==> config.mk <==
export PLATFORM = sky130hd
export DESIGN_NAME = wb_commit_queue
export DESIGN_NICKNAME = d
export VERILOG_FILES = /design/src/rtl/wb_commit_queue_pkg.sv /design/src/rtl/wb_commit_queue_hilo_merge.sv /design/src/rtl/wb_commit_queue.sv
export SDC_FILE = /design/constraint.sdc
export NUM_CORES = 2
export LEC_CHECK = 0
export ABC_AREA = 0
export CAP_MARGIN = 0
export CORE_UTILIZATION = 30
export DETAILED_ROUTE_END_ITERATION = 8
export GPL_TIMING_DRIVEN = 0
export MAX_ROUTING_LAYER = met4
export PLACE_DENSITY_LB_ADDON = 0.2
export SLEW_MARGIN = 40
export SYNTH_ARGS = -nofsm -noshare
export SYNTH_HDL_FRONTEND = slang
export SYNTH_SLANG_ARGS = --single-unit
==> constraint.sdc <==
create_clock -name clk -period 6.5 [get_ports clk]
set_input_delay 0.65 -clock clk [delete_from_list [all_inputs] [get_ports clk]]
set_output_delay 0.65 -clock clk [all_outputs]
set_load 0.005 [all_outputs]
==> src/rtl/wb_commit_queue_pkg.sv <==
// ---------------------------------------------------------------------------
// wb_commit_queue_pkg
// Shared types and constants for the in-order writeback commit queue.
//   WB_DEPTH  : default number of queue entries (power of two, >= 4)
//   GPR_ZERO  : architectural zero register; writes to it are dropped
//   wb_entry  : one completed result waiting to be written back
// ---------------------------------------------------------------------------
package wb_commit_queue_pkg;

   localparam int WB_DEPTH = 8;

   localparam logic [4:0] GPR_ZERO = 5'd0;

   typedef struct packed {
      logic [4:0]  addr;
      logic        we;
      logic [31:0] data;
      logic        hi_we;
      logic [31:0] hi;
      logic        lo_we;
      logic [31:0] lo;
   } wb_entry;

endpackage

==> src/rtl/wb_commit_queue_hilo_merge.sv <==
// ---------------------------------------------------------------------------
// wb_hilo_merge
// Collapses two same-cycle HI (or LO) updates onto the single HI/LO write
// port. The younger entry's value wins because it is architecturally later.
//   older_we,   older_data   : update carried by the older retiring entry
//   younger_we, younger_data : update carried by the younger retiring entry
//   merged_we,  merged_data  : value presented to the register file
// ---------------------------------------------------------------------------
module wb_hilo_merge (
   input  logic        older_we,
   input  logic [31:0] older_data,
   input  logic        younger_we,
   input  logic [31:0] younger_data,
   output logic        merged_we,
   output logic [31:0] merged_data
);

   // Younger beats older; data stays at zero when neither writes so the
   // port is quiet while idle.
   always_comb begin
      merged_we   = older_we | younger_we;
      merged_data = '0;
      if (younger_we) begin
         merged_data = younger_data;
      end else if (older_we) begin
         merged_data = older_data;
      end
   end

endmodule

==> src/rtl/wb_commit_queue.sv <==
// ---------------------------------------------------------------------------
// wb_commit_queue
// In-order writeback buffer between the dual-issue execute stage and the
// register file. Up to two results are accepted per cycle into a circular
// FIFO and up to two retire per cycle, oldest first.
//   clk, rst_            : clock, asynchronous active-high reset
//   in0_* / in1_*        : older / younger completed result (valid, GPR
//                          addr/we/data, HI we/data, LO we/data)
//   in_ready             : at least two free entries
//   commit_stall         : hold all retirement this cycle
//   write_addr0/1_*      : GPR write ports (0 = older, 1 = younger)
//   write_hilo_*         : merged HI and LO write port
//   count                : occupied entries
// ---------------------------------------------------------------------------
module wb_commit_queue
   import wb_commit_queue_pkg::*;
#(
   parameter int DEPTH = WB_DEPTH,
   parameter int PTR_W = $clog2(DEPTH)
) (
   input  logic             clk,
   input  logic             rst_,
   input  logic             in0_valid,
   input  logic [4:0]       in0_addr,
   input  logic             in0_we,
   input  logic [31:0]      in0_data,
   input  logic             in0_hi_we,
   input  logic [31:0]      in0_hi_data,
   input  logic             in0_lo_we,
   input  logic [31:0]      in0_lo_data,
   input  logic             in1_valid,
   input  logic [4:0]       in1_addr,
   input  logic             in1_we,
   input  logic [31:0]      in1_data,
   input  logic             in1_hi_we,
   input  logic [31:0]      in1_hi_data,
   input  logic             in1_lo_we,
   input  logic [31:0]      in1_lo_data,
   output logic             in_ready,
   input  logic             commit_stall,
   output logic [4:0]       write_addr0,
   output logic             write_addr0_valid,
   output logic [31:0]      write_data0,
   output logic [4:0]       write_addr1,
   output logic             write_addr1_valid,
   output logic [31:0]      write_data1,
   output logic [31:0]      write_hilo_hi_data,
   output logic             write_hilo_hi_data_valid,
   output logic [31:0]      write_hilo_lo_data,
   output logic             write_hilo_lo_data_valid,
   output logic [PTR_W:0]   count
);

   localparam logic [PTR_W:0] READY_LIMIT = (PTR_W+1)'(DEPTH - 2);

   wb_entry            entries [DEPTH];
   logic [DEPTH-1:0]   entry_valid;
   logic [PTR_W-1:0]   head;
   logic [PTR_W-1:0]   tail;
   logic [PTR_W-1:0]   head_p1;
   logic [PTR_W-1:0]   tail_p1;
   logic [PTR_W-1:0]   push1_idx;
   wb_entry            in0_entry;
   wb_entry            in1_entry;
   wb_entry            older;
   wb_entry            younger;
   logic               push0;
   logic               push1;
   logic [1:0]         accept_num;
   logic               retire_en;
   logic               port1_present;
   logic [1:0]         retire_num;

   assign in0_entry = '{addr: in0_addr, we: in0_we, data: in0_data,
                        hi_we: in0_hi_we, hi: in0_hi_data,
                        lo_we: in0_lo_we, lo: in0_lo_data};
   assign in1_entry = '{addr: in1_addr, we: in1_we, data: in1_data,
                        hi_we: in1_hi_we, hi: in1_hi_data,
                        lo_we: in1_lo_we, lo: in1_lo_data};

   // Pointer arithmetic wraps for free because DEPTH is a power of two.
   assign head_p1 = head + PTR_W'(1);
   assign tail_p1 = tail + PTR_W'(1);

   // Readiness looks only at the pre-edge occupancy so upstream sees a
   // stable answer regardless of what retires this cycle.
   assign in_ready   = (count <= READY_LIMIT);
   assign push0      = in_ready & in0_valid;
   assign push1      = in_ready & in1_valid;
   assign push1_idx  = in0_valid ? tail_p1 : tail;
   assign accept_num = {1'b0, push0} + {1'b0, push1};

   // Retirement is a pure function of the head entries; port 1 only
   // carries an entry when two are queued.
   assign older         = entries[head];
   assign younger       = entries[head_p1];
   assign retire_en     = ~commit_stall & (count != '0);
   assign port1_present = retire_en & (count >= (PTR_W+1)'(2));
   assign retire_num    = {1'b0, retire_en} + {1'b0, port1_present};

   assign write_addr0       = retire_en ? older.addr : '0;
   assign write_data0       = retire_en ? older.data : '0;
   assign write_addr0_valid = retire_en & entry_valid[head] & older.we &
                              (older.addr != GPR_ZERO);

   assign write_addr1       = port1_present ? younger.addr : '0;
   assign write_data1       = port1_present ? younger.data : '0;
   assign write_addr1_valid = port1_present & entry_valid[head_p1] & younger.we &
                              (younger.addr != GPR_ZERO);

   wb_hilo_merge hi_merge (
      .older_we     (retire_en & older.hi_we),
      .older_data   (older.hi),
      .younger_we   (port1_present & younger.hi_we),
      .younger_data (younger.hi),
      .merged_we    (write_hilo_hi_data_valid),
      .merged_data  (write_hilo_hi_data)
   );

   wb_hilo_merge lo_merge (
      .older_we     (retire_en & older.lo_we),
      .older_data   (older.lo),
      .younger_we   (port1_present & younger.lo_we),
      .younger_data (younger.lo),
      .merged_we    (write_hilo_lo_data_valid),
      .merged_data  (write_hilo_lo_data)
   );

   // Payload storage carries no reset; occupancy is tracked separately so
   // stale payloads are never observed after a reset.
   always_ff @(posedge clk) begin
      if (push0) begin
         entries[tail] <= in0_entry;
      end
      if (push1) begin
         entries[push1_idx] <= in1_entry;
      end
   end

   // Queue bookkeeping. Enqueue slots are always free and retire slots are
   // always occupied, so the valid-bit clears and sets never collide.
   always_ff @(posedge clk or posedge rst_) begin
      if (rst_) begin
         head        <= '0;
         tail        <= '0;
         count       <= '0;
         entry_valid <= '0;
      end else begin
         if (retire_en) begin
            entry_valid[head] <= 1'b0;
         end
         if (port1_present) begin
            entry_valid[head_p1] <= 1'b0;
         end
         if (push0) begin
            entry_valid[tail] <= 1'b1;
         end
         if (push1) begin
            entry_valid[push1_idx] <= 1'b1;
         end
         head  <= head + PTR_W'(retire_num);
         tail  <= tail + PTR_W'(accept_num);
         count <= count + (PTR_W+1)'(accept_num) - (PTR_W+1)'(retire_num);
      end
   end

endmodule

==> results.sh <==
export IMPL_outcome="complete, no violations"
export IMPL_holdPathEnd="entry_valid[7]$_DFF_PP0_"
export IMPL_fmax_ghz=0.184
export IMPL_gp_congestion=0.807
export IMPL_power_frac_clock_pct=18.6
export IMPL_remaining_drc_errors=0
export IMPL_clk_insertion_delay_late_ns=0.72
export IMPL_wl_um=195000
export IMPL_cts_setup_buffers=0
export IMPL_synth_fp_nets=3199
export IMPL_syn_inst=2971
export IMPL_final_cells=5774
export IMPL_cts_htree_levels=3
export IMPL_netlist_area_um2=50200
export IMPL_top_layer_used="met4"
export IMPL_synth_top_area_share_pct=49.8
export IMPL_cts_hold_buf=0
export IMPL_fin_ws_ns=1.05
export IMPL_cp_arrival_ns=4.80
export IMPL_p_int_w=0.0180
export IMPL_setup_worst_path_end_class="output port"
export IMPL_vias=31900
export IMPL_overflow=0
export IMPL_numCtsBuffers=102
export IMPL_clock_skew_ns=0.0295
export IMPL_cts_sinks=850
export IMPL_switching_power_w=0.0120
export IMPL_rsz0062_at_grt="false"
export IMPL_finish_instance_area_um2=60700
export IMPL_wl_per_cell_um=33.8
export IMPL_syn_avg_cell_area_um2=16.9
export IMPL_period_share_pct=83.8
export IMPL_antenna_left=0
export IMPL_ir_worst_vdd_uv=273
export IMPL_final_max_slew_viol_count=0
export IMPL_final_net_count=3704
export IMPL_dp_slack_ns=1.70
export IMPL_required_ns=5.85
export IMPL_via_per_inst=5.52
export IMPL_r2r_cells=12
export IMPL_wl_met2_um=94600
export IMPL_synth_area_leaders="edfxtp_1 (50%), mux2_2 (18%), mux4_2 (18%)"
export IMPL_areaGrowthSynthToFinish_pct=21.0
export IMPL_cts_resized_gates=0
export IMPL_cts_tree="yes"
export IMPL_clkTransAtPathRegs_ns=0.06
export IMPL_min_delay_path_depth=1
export IMPL_path_cells="inv_1, ha_1, nor2b_1, nor2_1, inv_1, clkbuf_2, clkbuf_2, a21oi_1, clkdlybuf4s50_1"
export IMPL_finalPower_w=0.0301
export IMPL_power_density_nw_per_um2=495
export IMPL_final_layout_size_suffix_gt1_share_pct=46.3
export IMPL_synth_edff_count=832
export IMPL_worst_pin_slew_ns=0.850
export IMPL_ios=360
export IMPL_hold_viol=0
export IMPL_placed_area_um2=57500
export IMPL_ys_flop_type="edfxtp_1"
export IMPL_min_period_ns=5.45
export IMPL_setup_worst_path_start_class="register"
export IMPL_grt_pass1_vias=32700
export IMPL_die_w_um=411
export IMPL_cts_path_max_buffers=3
export IMPL_yosys_warnings=0
export IMPL_met3_length_um=14400
export IMPL_die_y_um=411
export IMPL_setup_viol=0
export IMPL_p_leak_nw=20.0
export IMPL_synth_seq_cells=850
export IMPL_power_frac_seq_pct=26.5
export IMPL_r2r_start="count[2]$_DFF_PP0_"
export IMPL_max_slew_margin_pct=43.1
export IMPL_io_buffers=359
export IMPL_num_rows=149
export IMPL_antenna_found_initial=48
export IMPL_dpl_cell_count=5561
export IMPL_ys_types=60
export IMPL_grt_max_degree=26
export IMPL_criticalPathCategory="register to output port"
export IMPL_cts_root_buf="clkbuf_16"
export IMPL_hpwl_um=132000
export IMPL_drt_pass1_iter_count=6
export IMPL_core_area_um2=166000
export IMPL_maxCapViolCount=0
export IMPL_cp_slowest_cell="nor2_1"
export IMPL_die_area_um2=169000
export IMPL_yosys_area_top_type="edfxtp_1"
export IMPL_fin_util_pct=36.7
export IMPL_cp_slowest_stage_delay_ns=0.67
export IMPL_wl_met1_um=81500
export IMPL_ff2ff_setup_slack_ns=2.26
export IMPL_combPwrFrac_pct=55.0
export IMPL_grtUsageTotal_pct=23.4
export IMPL_rr_endpoint="count[3]$_DFF_PP0_"
export IMPL_grt_pass1_wl_um=267000
export IMPL_seq_area_frac_synth_pct=50.7
export IMPL_min_path_type="register to register"
export IMPL_min_from="entry_valid[7]$_DFF_PP0_"
export IMPL_initial_core_util_pct=30.3
export IMPL_async_flop_share_pct=2.12
export IMPL_p_sw_share_pct=40.0
export IMPL_drt_iter0_drc=3106
export IMPL_cp_max_fo=10
sequential cells by signal, indices dropped and copies added, names as in the netlist:
name / cells
head: 3
entry_valid: 8
tail: 3
count: 4
entries: 832
metrics by stage:
step	setup TNS, ns	hold WS [ns]
floorplan	0	0.491
global placement	-1115.30	0.515
detailed placement	0	0.512
CTS	0	0.527
global route	0	0.518
finish	0	0.524
worst max-delay path: cells and delay by family, from the launching register on:
kind	cells	cell delay [ns]
simple gates	2	0.86
flops	1	0.55
buf+inv	5	1.77
fa+ha+maj	1	0.23
compound gates	1	0.66
routing by layer:
layer,vias to the layer above,track usage [%]
met1,17000,30.1
li1,13400,-
met5,-,-
met3,247,4.41
met2,1231,37.7
met4,0,6.42
worst max-delay path by stage:
stage                                           to                from  slack, ns  depth (start not counted)
after floorplan            entries[2][0]$_DFFE_PP_           in0_valid       2.03                          7
after detailed placement  entries[6][50]$_DFFE_PP_           in0_valid       1.70                         11
after global routing        write_hilo_hi_data[31]   head[0]$_DFF_PP0_       1.05                          9
final                               write_data1[2]  count[2]$_DFF_PP0_       1.05                          9
after CTS                           write_data1[2]  count[2]$_DFF_PP0_       1.14                          9
after global placement    entries[3][20]$_DFFE_PP_           in0_valid      -3.35                          8
kinds of logic after synthesis:
| group | count (synthesis) | synth area share (%) |
|---|---|---|
| AO/OA/AOI/OAI | 72 | 1.15 |
| XOR/XNOR | 7 | 0.122 |
| flip-flops | 850 | 50.7 |
| AND/OR/NAND/NOR | 258 | 2.51 |
| multiplexers | 1501 | 42.1 |
| buffers and inverters | 268 | 3.00 |
| adder cells (fa/ha/maj) | 15 | 0.434 |
final cells by class:
type	count	area, um^2
Inverter	22	82.6
Clock inverter	54	462
Fill cell	15700	105000
Multi-Input combinational cell	1853	23300
Sequential cell	850	25400
Antenna cell	37	92.6
Timing Repair Buffer	401	4470
Clock buffer	122	2690
Tap cell	2189	2740
Buffer	246	1450
cell usage in the layout (no fill, tap or decap), types with 18 or more instances in the layout:
| master | instances |
|---|---|
| clkdlybuf4s50_1 | 359 |
| nand3_1 | 77 |
| dfrtp_1 | 18 |
| diode_2 | 37 |
| clkinv_1 | 25 |
| nand2_1 | 54 |
| nor2_1 | 56 |
| clkbuf_1 | 28 |
| a21oi_1 | 19 |
| mux4_2 | 395 |
| clkbuf_16 | 103 |
| mux2_1 | 112 |
| edfxtp_1 | 832 |
| mux2i_1 | 186 |
| inv_1 | 18 |
| buf_12 | 37 |
| mux2_2 | 808 |
| buf_2 | 141 |
| buf_4 | 59 |
cell usage after synthesis (5+ instances only):
library cell,count
nand2_1,56
nor2b_1,8
clkbuf_1,28
nand3_1,77
mux4_2,395
dfrtp_1,18
nor2_1,58
a22o_1,6
buf_1,8
a311o_1,6
mux2i_1,186
edfxtp_1,832
buf_2,136
a21oi_1,19
o22ai_1,6
a21oi_2,6
or2_2,6
mux2_2,808
nand4_1,6
inv_1,19
nor3_1,18
nor4_1,5
ha_1,11
buf_6,14
buf_4,59
mux2_1,112
power by group through the flow:
stage / Combinational [W] / Sequential [W] / Clock, W
3_5_place_dp: 0.0166 / 0.00805 / 0
2_1_floorplan: 0.00946 / 0.00793 / 0
3_3_place_gp: 0.0162 / 0.00828 / 0
5_1_grt: 0.0173 / 0.00805 / 0.00589
4_1_cts: 0.0167 / 0.00794 / 0.00568
6_report: 0.0165 / 0.00795 / 0.00558
Note: power is estimated with default switching activity, not from simulation.
